--- src/rtl/store_buf_pkg.sv ---
// store_buf_pkg: shared entry type and lane constants for the store buffer.
package store_buf_pkg;
  localparam int BE_W = 4;
  typedef struct packed {
    logic [31:0]     addr;
    logic [31:0]     data;
    logic [BE_W-1:0] be;
    logic [31:0]     pc;
  } sb_entry_t;
endpackage

--- src/rtl/sb_fwd_lookup.sv ---
// sb_fwd_lookup: per-byte-lane youngest-match select over the store buffer entries.
module sb_fwd_lookup
  import store_buf_pkg::*;
#(
  parameter int DEPTH = 4,
  parameter int PW    = $clog2(DEPTH)
) (
  input  logic [DEPTH-1:0] i_valid,
  input  sb_entry_t        i_entries [DEPTH],
  input  logic [PW-1:0]    i_head,
  output logic [31:0]      o_data,
  output logic [BE_W-1:0]  o_be
);
  logic [DEPTH-1:0] w_unused_fields;
  for (genvar i = 0; i < DEPTH; i++) begin : g_unused
    assign w_unused_fields[i] = |{i_entries[i].addr, i_entries[i].pc};
  end
  // Walk entries oldest to youngest so the youngest covering entry wins each lane
  always_comb begin
    o_data = '0;
    o_be   = '0;
    for (int k = 0; k < DEPTH; k++)
      for (int l = 0; l < BE_W; l++)
        if (i_valid[i_head + PW'(k)] && i_entries[i_head + PW'(k)].be[l]) begin
          o_data[8*l +: 8] = i_entries[i_head + PW'(k)].data[8*l +: 8];
          o_be[l]          = 1'b1;
        end
  end
endmodule

--- src/rtl/store_buffer.sv ---
// store_buffer: posted-write FIFO from the CPU store port to data memory, with load hazard lookup.
// Build option: define STORE_BUF_FWD_EN for byte-lane store-to-load forwarding; otherwise matching loads stall.
module store_buffer
  import store_buf_pkg::*;
#(
  parameter int DEPTH = 4,
  parameter int CNT_W = $clog2(DEPTH+1)
) (
  input  logic             clk,
  input  logic             rst,
  input  logic             st_valid,
  output logic             st_ready,
  input  logic [31:0]      st_addr,
  input  logic [31:0]      st_data,
  input  logic [BE_W-1:0]  st_be,
  input  logic [31:0]      st_pc,
  input  logic             ld_valid,
  input  logic [31:0]      ld_addr,
  output logic [31:0]      ld_data,
  output logic [BE_W-1:0]  ld_be,
  output logic             ld_stall,
  output logic             mem_we,
  input  logic             mem_ready,
  output logic [31:0]      mem_addr,
  output logic [31:0]      mem_data,
  output logic [BE_W-1:0]  mem_be,
  output logic [31:0]      mem_pc,
  output logic             empty,
  output logic [CNT_W-1:0] count
);
  localparam int          PW      = $clog2(DEPTH);
  localparam logic [PW:0] PTR_ONE = (PW+1)'(1);

  sb_entry_t        r_mem [DEPTH];
  logic [PW:0]      r_head, r_tail;
  logic [PW:0]      w_used;
  logic             w_full, w_push, w_pop;
  logic [DEPTH-1:0] w_match;
  sb_entry_t        w_head;
  logic             w_unused_ld_lsb;

  assign w_used          = r_tail - r_head;
  assign empty           = r_head == r_tail;
  assign w_full          = (r_head[PW-1:0] == r_tail[PW-1:0]) && (r_head[PW] != r_tail[PW]);
  assign count           = CNT_W'(w_used);
  assign w_pop           = !empty && mem_ready;
  assign st_ready        = !w_full || w_pop;
  assign w_push          = st_valid && st_ready;
  assign mem_we          = !empty;
  assign w_head          = r_mem[r_head[PW-1:0]];
  assign mem_addr        = w_head.addr;
  assign mem_data        = w_head.data;
  assign mem_be          = w_head.be;
  assign mem_pc          = w_head.pc;
  assign w_unused_ld_lsb = |ld_addr[1:0];

  // An entry is live when its distance from head is below the fill level; the popping head still counts
  for (genvar i = 0; i < DEPTH; i++) begin : g_match
    assign w_match[i] = ({1'b0, PW'(i) - r_head[PW-1:0]} < w_used) &&
                        (r_mem[i].addr[31:2] == ld_addr[31:2]);
  end

  // Capture accepted stores at the tail slot
  always_ff @(posedge clk)
    if (w_push) r_mem[r_tail[PW-1:0]] <= '{st_addr, st_data, st_be, st_pc};

  // Advance tail on accepted stores and head on memory-accepted writes; reset drops all pending entries
  always_ff @(posedge clk or negedge rst)
    if (!rst) begin
      r_head <= '0;
      r_tail <= '0;
    end else begin
      if (w_push) r_tail <= r_tail + PTR_ONE;
      if (w_pop)  r_head <= r_head + PTR_ONE;
    end

`ifdef STORE_BUF_FWD_EN
  logic [31:0]     w_fwd_data;
  logic [BE_W-1:0] w_fwd_be;
  sb_fwd_lookup #(.DEPTH(DEPTH)) u_fwd (
    .i_valid   (w_match),
    .i_entries (r_mem),
    .i_head    (r_head[PW-1:0]),
    .o_data    (w_fwd_data),
    .o_be      (w_fwd_be)
  );
  assign ld_data  = ld_valid ? w_fwd_data : '0;
  assign ld_be    = ld_valid ? w_fwd_be : '0;
  assign ld_stall = 1'b0;
`else
  assign ld_data  = '0;
  assign ld_be    = '0;
  assign ld_stall = ld_valid && |w_match;
`endif
endmodule

--- config.mk ---
export PLATFORM = sky130hd
export DESIGN_NAME = store_buffer
export DESIGN_NICKNAME = d
export VERILOG_FILES = /design/src/rtl/store_buf_pkg.sv /design/src/rtl/sb_fwd_lookup.sv /design/src/rtl/store_buffer.sv
export SDC_FILE = /design/constraint.sdc
export NUM_CORES = 1
export LEC_CHECK = 0
export BUFFER_PORTS_ARGS = -buffer_cell sky130_fd_sc_hd__buf_4
export CAP_MARGIN = 0
export CORE_ASPECT_RATIO = 0.6
export CORE_MARGIN = 4
export CORE_UTILIZATION = 50
export DETAILED_ROUTE_END_ITERATION = 8
export GPL_TIMING_DRIVEN = 0
export PLACE_DENSITY = 0.81
export SLEW_MARGIN = 20
export SYNTH_ARGS = -nofsm -noshare
export SYNTH_HDL_FRONTEND = slang
export SYNTH_SLANG_ARGS = --single-unit
--- constraint.sdc ---
create_clock -name clk -period 3.7 [get_ports clk]
set_input_delay 0 -clock clk [delete_from_list [all_inputs] [get_ports clk]]
set_output_delay 0 -clock clk [all_outputs]
set_load 0.1 [all_outputs]
## Word-level counts from Yosys, hierarchy flattened

Memories as Yosys holds them, arrays and structs flattened.
Index checks and enable logic that the tools add are counted.

| cells by class | value |
|---|---|
| $add $sub $neg | 7 |
| order comparisons | 4 |
| equality and inequality tests | 7 |
| multiplexer cells | 2 |
| reduce and logical (&&, ||, !) cells | 12 |

Operators by type and width:

| kind | count |
|---|---|
| $eq A30 B30 Y1 | 4 |
| $lt A2 B3 Y1 | 4 |
| $logic_and A1 B1 Y1 | 8 |
| $add A3 B1 Y3 const B | 2 |
| $reduce_or A4 Y1 | 1 |
| $sub A1 B2 Y2 const A | 2 |
| $sub A2 B2 Y2 const A | 2 |
| $eq A3 B3 Y1 | 1 |
| $sub A3 B3 Y3 | 1 |
| $eq A2 B2 Y1 | 1 |
| $logic_not A1 Y1 | 2 |
| $mux W1 | 2 |
| $logic_or A1 B1 Y1 | 1 |
| $ne A1 B1 Y1 | 1 |

| storage, ports and cells | value |
|---|---|
| flip-flop bits (word level) | 6 |
| memory bits (writable) | 400 |
| bits of input ports | 137 |
| output and inout port bits | 143 |
| logic and storage cells | 35 |
| memories kept | 1 |

Memory list:

| memory | words | width | read ports | clocked after Yosys merged registers in | wr ports | RTL line | RTL |
|---|---|---|---|---|---|---|---|
| r_mem | 4 | 100 | 5 | 0 | 1 | store_buffer.sv:34 | `sb_entry_t r_mem [DEPTH];` |

## Logic depth before layout (Yosys ltp)

| logic depth | value |
|---|---|
| word-level depth | 7 |
| depth in mapped cells | 10 |
| gate-level depth less buffers | 10 |

## Worst setup path after synthesis

Ideal clock, no wire load.

| timing | value |
|---|---|
| path type | register -> output |
| start point | register r_head[1] |
| end point | output port ld_stall |
| arrival | 4849 ps |
| data required time | 3700 ps |
| path slack | -1149 ps |
| cell stages (with the launch flop) | 11 |
| buffers on the path | 2 |
| cell sequence | dfrtp_1 > buf_2 > buf_1 > inv_1 > fa_1 > inv_1 > ha_1 > nor2b_1 > o21ai_0 > nand3_1 > a41oi_1 |

| on the way | value |
|---|---|
| word-level cells in the longest chain between the ends | 5 |
| elaborated cells on any way between the ends | 15 |
| classes of those cells | 5 x add/sub; 4 x order compare; 6 x reduce/logical |

Ends and longest elaborated chain:

| element | RTL line | RTL |
|---|---|---|
| start, declared | store_buffer.sv:35 | `logic [PW:0] r_head, r_tail;` |
| start signal, assigned | store_buffer.sv:74 | `if (w_pop) r_head <= r_head + PTR_ONE;` |
| $sub A3 B3 Y3 * | store_buffer.sv:42 | `assign w_used = r_tail - r_head;` |
| named net count[1] | store_buffer.sv:29 | `output logic [CNT_W-1:0] count` |
| $lt A2 B3 Y1 | store_buffer.sv:59 | `assign w_match[i] = ({1'b0, PW'(i) - r_head[PW-1:0]} < w_used) &&` |
| $logic_and A1 B1 Y1 | store_buffer.sv:59 |  |
| $reduce_or A4 Y1 * | store_buffer.sv:93 | `assign ld_stall = ld_valid && \|w_match;` |
| $logic_and A1 B1 Y1 * | store_buffer.sv:93 |  |
| end, declared | store_buffer.sv:21 | `output logic ld_stall,` |

Mark *: on every way through the listed nets, which the timed path passes. The rest lies on a longest branch.

## Final worst setup path

| timing | value |
|---|---|
| start point | register r_head[1] |
| end point | output port ld_stall |

| on the way | value |
|---|---|
| word-level cells in the longest chain between the ends | 5 |
| elaborated cells on any way between the ends | 15 |
| classes of those cells | 5 x add/sub; 4 x order compare; 6 x reduce/logical |

Ends and longest elaborated chain:

| element | RTL line |
|---|---|
| $sub A3 B3 Y3, or another cell as far along | store_buffer.sv:42 |
| $lt A2 B3 Y1 | store_buffer.sv:59 |
| $logic_and A1 B1 Y1 | store_buffer.sv:59 |
| $reduce_or A4 Y1 * | store_buffer.sv:93 |
| $logic_and A1 B1 Y1 * | store_buffer.sv:93 |

Mark *: on every way between the ends. The rest lies on a longest branch, timed or not.

==> reports/qor_table.md <==
| Group | Result | This run |
| --- | --- | --- |
| placed design | HPWL Detailed | 27.4 mm |
| worst setup path | Data required time at the worst endpoint | 3700 ps |
| timing | Actual slew at the worst max-slew pin | 685 ps |
| synth | Ys flop type | edfxtp_1 |
| global route | First-pass GRT wire length | 61.5 mm |
| worst setup path | End point of the critical path | ld_stall |
| layout | Number of fillers in the final layout | 2,234 |
| clock tree | Buffer levels on the longest clock path | 3 |
| synth | Count of different cell masters after synthesis | 27 |
| drt | Antenna-violating nets left | 0 |
| timing | F_max | 282 MHz |
| drt | Starting DRC count in detailed routing | 908 |
| floorplan | Full die area | 36,400 um^2 |
| timing | Total setup violations reported at the end of the flow | 0 |
| synth | Synthesized cell area | 16,700 um^2 |
| synth | EDFF count, synth | 400 |
| drt | Total length of routed wires | 41.3 mm |
| placed design | Port Buffers | 211 |
| synth | Area share of the leading cell type in the synthesized netlist | 72.0% |
| global route | GR Util All Layers | 22.9% |
| clock tree | Post-CTS Setup Inserts | 0 |
| synth | Flop and latch count out of synthesis | 406 |
| floorplan | Starting utilization of the core area | 51.0% |
| timing | Slew Limit Headroom | 54.3% |
| min path | Number of cells on the worst hold path | 2 |
| timing | Worst clock skew on the final layout | 22.9 ps |
| drt | Detailed-route wire length per cell | 24.4 um |
| global route | GRT overflow | 0 |
| worst setup path | Endpoint class of the critical path | output port |
| run status | Run status | finished clean |
| layout | Proportion of layout cells with a drive suffix above 1 | 35.9% |
| clock tree | Inserted Clock Buffers | 39 |
| global route | Number of antenna violations at the first check in global routing | 8 |
| worst setup path | Kind of cell with the highest combined delay on the critical path | adder cells |
| worst setup path | Worst setup path startpoint | r_head[1]$_DFFE_PN0P_ |
| synth | Sequential-to-total area share from yosys stat | 72.9% |
| clock tree | CTS H-tree depth | 2 |
| worst setup path | R2R cell count | 9 |
| layout | Layout area overhead | 28.9% |
| drt | Iteration count of the initial detailed-routing pass | 5 |
| min path | Path type of the worst min-delay path | input pin to register |
| timing | Min Clock Period, post-route | 3540 ps |
| clock tree | CTS tree | yes |
| worst setup path | Count of buffer and inverter cells on the critical path | 4 |
| worst setup path | Highest net fanout along the worst path | 19 |
| worst setup path | Depth of the critical timing path with buffers and inverters included | 10 |
| worst setup path | Most common cell on crit path | inv_1 |
| worst setup path | Critical R2R Launch | r_head[0]$_DFFE_PN0P_ |
| synth | Leading cell types by total area after synthesis | edfxtp_1 72%, mux4_2 14%, xnor2_1 6.6% |
| clock tree | Clock Sink Count | 406 |
| floorplan | Row cnt | 51 |
| clock tree | Clock Latency Late Sink | 540 ps |
| worst setup path | Critical Path Start Type | register |
| layout | Final Net Count | 1,364 |
| timing | Unrepaired setup endpoints after global routing | no |
| placed design | GP Congestion | 0.902 |
| flow run | Max-cap violations | 0 |
| timing | Fraction of the cycle the final worst path needs | 95.7% |
| clock tree | Buffer type at the clock tree root | clkbuf_16 |
| synth | Number of warnings printed during yosys synthesis | 0 |
| floorplan | Number of top-level pins | 280 |
| clock tree | Clock-pin slew reported for the worst setup and hold paths after clock tree synthesis | 60 ps |
| global route | Pin count of the biggest net entering global routing | 48 |
| layout | Final cell utilization of the core | 65.8% |
| floorplan | Die height | 149 um |
| worst setup path | Delay contributed by the slowest stage of the critical path | 600 ps |
| synth | Number of cells produced by synthesis | 814 |
| synth | Synth async-reset ratio | 1.48% |
| synth | Dominant cell type by area after synthesis | edfxtp_1 |
| synth | Mean cell area of the mapped netlist | 20.5 um^2 |
| floorplan | Horiz. Die Dim | 244 um |
| timing | Count of pins over their slew limit | 0 |
| worst setup path | Worst setup path category | register to output port |
| timing | Final hold violations | 0 |
| worst setup path | Endpoint of the worst register-to-register path | r_mem[2][21]$_DFFE_PP_ |
| drt | Via count | 9,139 |
| worst setup path | Cell at the slowest stage of the critical path | fa_2 |
| drt | Ratio of routed vias to standard cells | 5.40 |
| worst setup path | Arrival time of the worst setup path | 3540 ps |
| global route | Number of global-route vias before repair | 9,726 |
| worst setup path | Register-to-register setup slack | 240 ps |
| floorplan | Placeable core area | 32,700 um^2 |
| worst setup path | Cells traversed along the worst timing path | buf_8, inv_1, fa_2, inv_1, ha_1, nor2b_1, o21ai_0, nand3_1, a41oi_4, buf_4 |
| drt | DRC violations left | 0 |
## cell type report
type | count | area, um^2 | share of cell area (%)
inverter | 11 | 41.3 | 0.192
clock inverter | 21 | 231 | 1.08
buffer | 87 | 522 | 2.43
sequential | 406 | 12200 | 56.6
timing repair buffer | 323 | 2820 | 13.1
antenna | 6 | 15.0 | 0.0699
clock buffer | 45 | 1010 | 4.69
multi-input combinational | 344 | 4120 | 19.2
tap | 450 | 563 | 2.62
## through the flow
| stage | area [um^2] | TNS, ps | setup WS [ps] | instances | hold WS, ps |
|---|---|---|---|---|---|
| after floorplan | 16800 | 0 | 124 | 849 | -296 |
| after global placement | 19000 | -412020 | -1280 | 1510 | -187 |
| after detailed placement | 19200 | -21220 | -292 | 1518 | -184 |
| after CTS | 21500 | 0 | 56.7 | 1687 | 166 |
| after global routing | 21500 | 0 | 19.3 | 1692 | 190 |
| final | 21500 | 0 | 160 | 1693 | 199 |
## cell usage in the layout, fill, tap and decap left out, drive strengths merged
| cell | instances |
|---|---|
| ha | 14 |
| mux4 | 100 |
| clkbuf | 76 |
| nor4 | 8 |
| nor2 | 1 |
| a41oi | 1 |
| and3 | 4 |
| inv | 12 |
| nor2b | 3 |
| xor2 | 1 |
| o21ai | 6 |
| or3 | 1 |
| and2 | 1 |
| diode | 6 |
| clkinv | 16 |
| buf | 275 |
| dlygate4sd3 | 104 |
| nand4 | 28 |
| dfrtp | 6 |
| bufinv | 4 |
| fa | 1 |
| conb | 36 |
| xnor2 | 125 |
| edfxtp | 400 |
| nand2 | 8 |
| nand3 | 6 |
## how the worst min path moves through the flow
stage / from / to / slack (ps)
4_1_cts: st_pc[7] / r_mem[0][7]$_DFFE_PP_ / 170
2_1_floorplan: rst / r_head[0]$_DFFE_PN0P_ / -300
6_report: st_pc[8] / r_mem[0][8]$_DFFE_PP_ / 200
5_1_grt: st_data[12] / r_mem[3][48]$_DFFE_PP_ / 190
3_5_place_dp: rst / r_tail[2]$_DFFE_PN0P_ / -180
3_3_place_gp: rst / r_tail[2]$_DFFE_PN0P_ / -190
## synthesized netlist by cell type (3+ instances only)
cell and number:
edfxtp_1 400, xnor2_1 125, mux4_2 100, buf_4 43, nand4_1 28, clkbuf_1 23, ha_1 14, buf_2 11
inv_1 11, clkbuf_2 8, nand2_1 8, nor4_1 8, dfrtp_1 6, nand3_1 6, o21ai_0 5, and3_2 3
buf_1 3, nor2b_1 3
## logic make-up after synthesis
| logic type | Yosys count | synth area share, % |
|---|---|---|
| other | 1 | 0.0225 |
| buffers and inverters | 99 | 3.34 |
| multiplexers | 100 | 13.5 |
| flip-flops | 406 | 72.9 |
| AO/OA/AOI/OAI | 7 | 0.233 |
| XOR/XNOR | 126 | 6.62 |
| adder cells (fa/ha/maj) | 15 | 1.17 |
| AND/OR/NAND/NOR | 60 | 2.17 |
## sequential cells by signal, summed over array words and instances (netlist names)
name	count
r_mem	400
r_head	3
r_tail	3
## per-layer routing
layer | up-vias | share of wire [%] | track usage (%)
li1 | 3960 | - | -
met1 | 4663 | 39 | 30.2
met2 | 433 | 49 | 37.3
met3 | 77 | 9.4 | 6.86
met4 | 6 | 2.7 | 7.17
met5 | - | 0.087 | 0
## repair_timing
action	CTS	global route
hold buffers	104	0
resized for setup	2	1
setup endpoints to repair	127	1
endpoints found under the hold margin	411	0
Power is not shown: default switching activity piles up to over one toggle a cycle in this logic, so the estimate is an artifact.
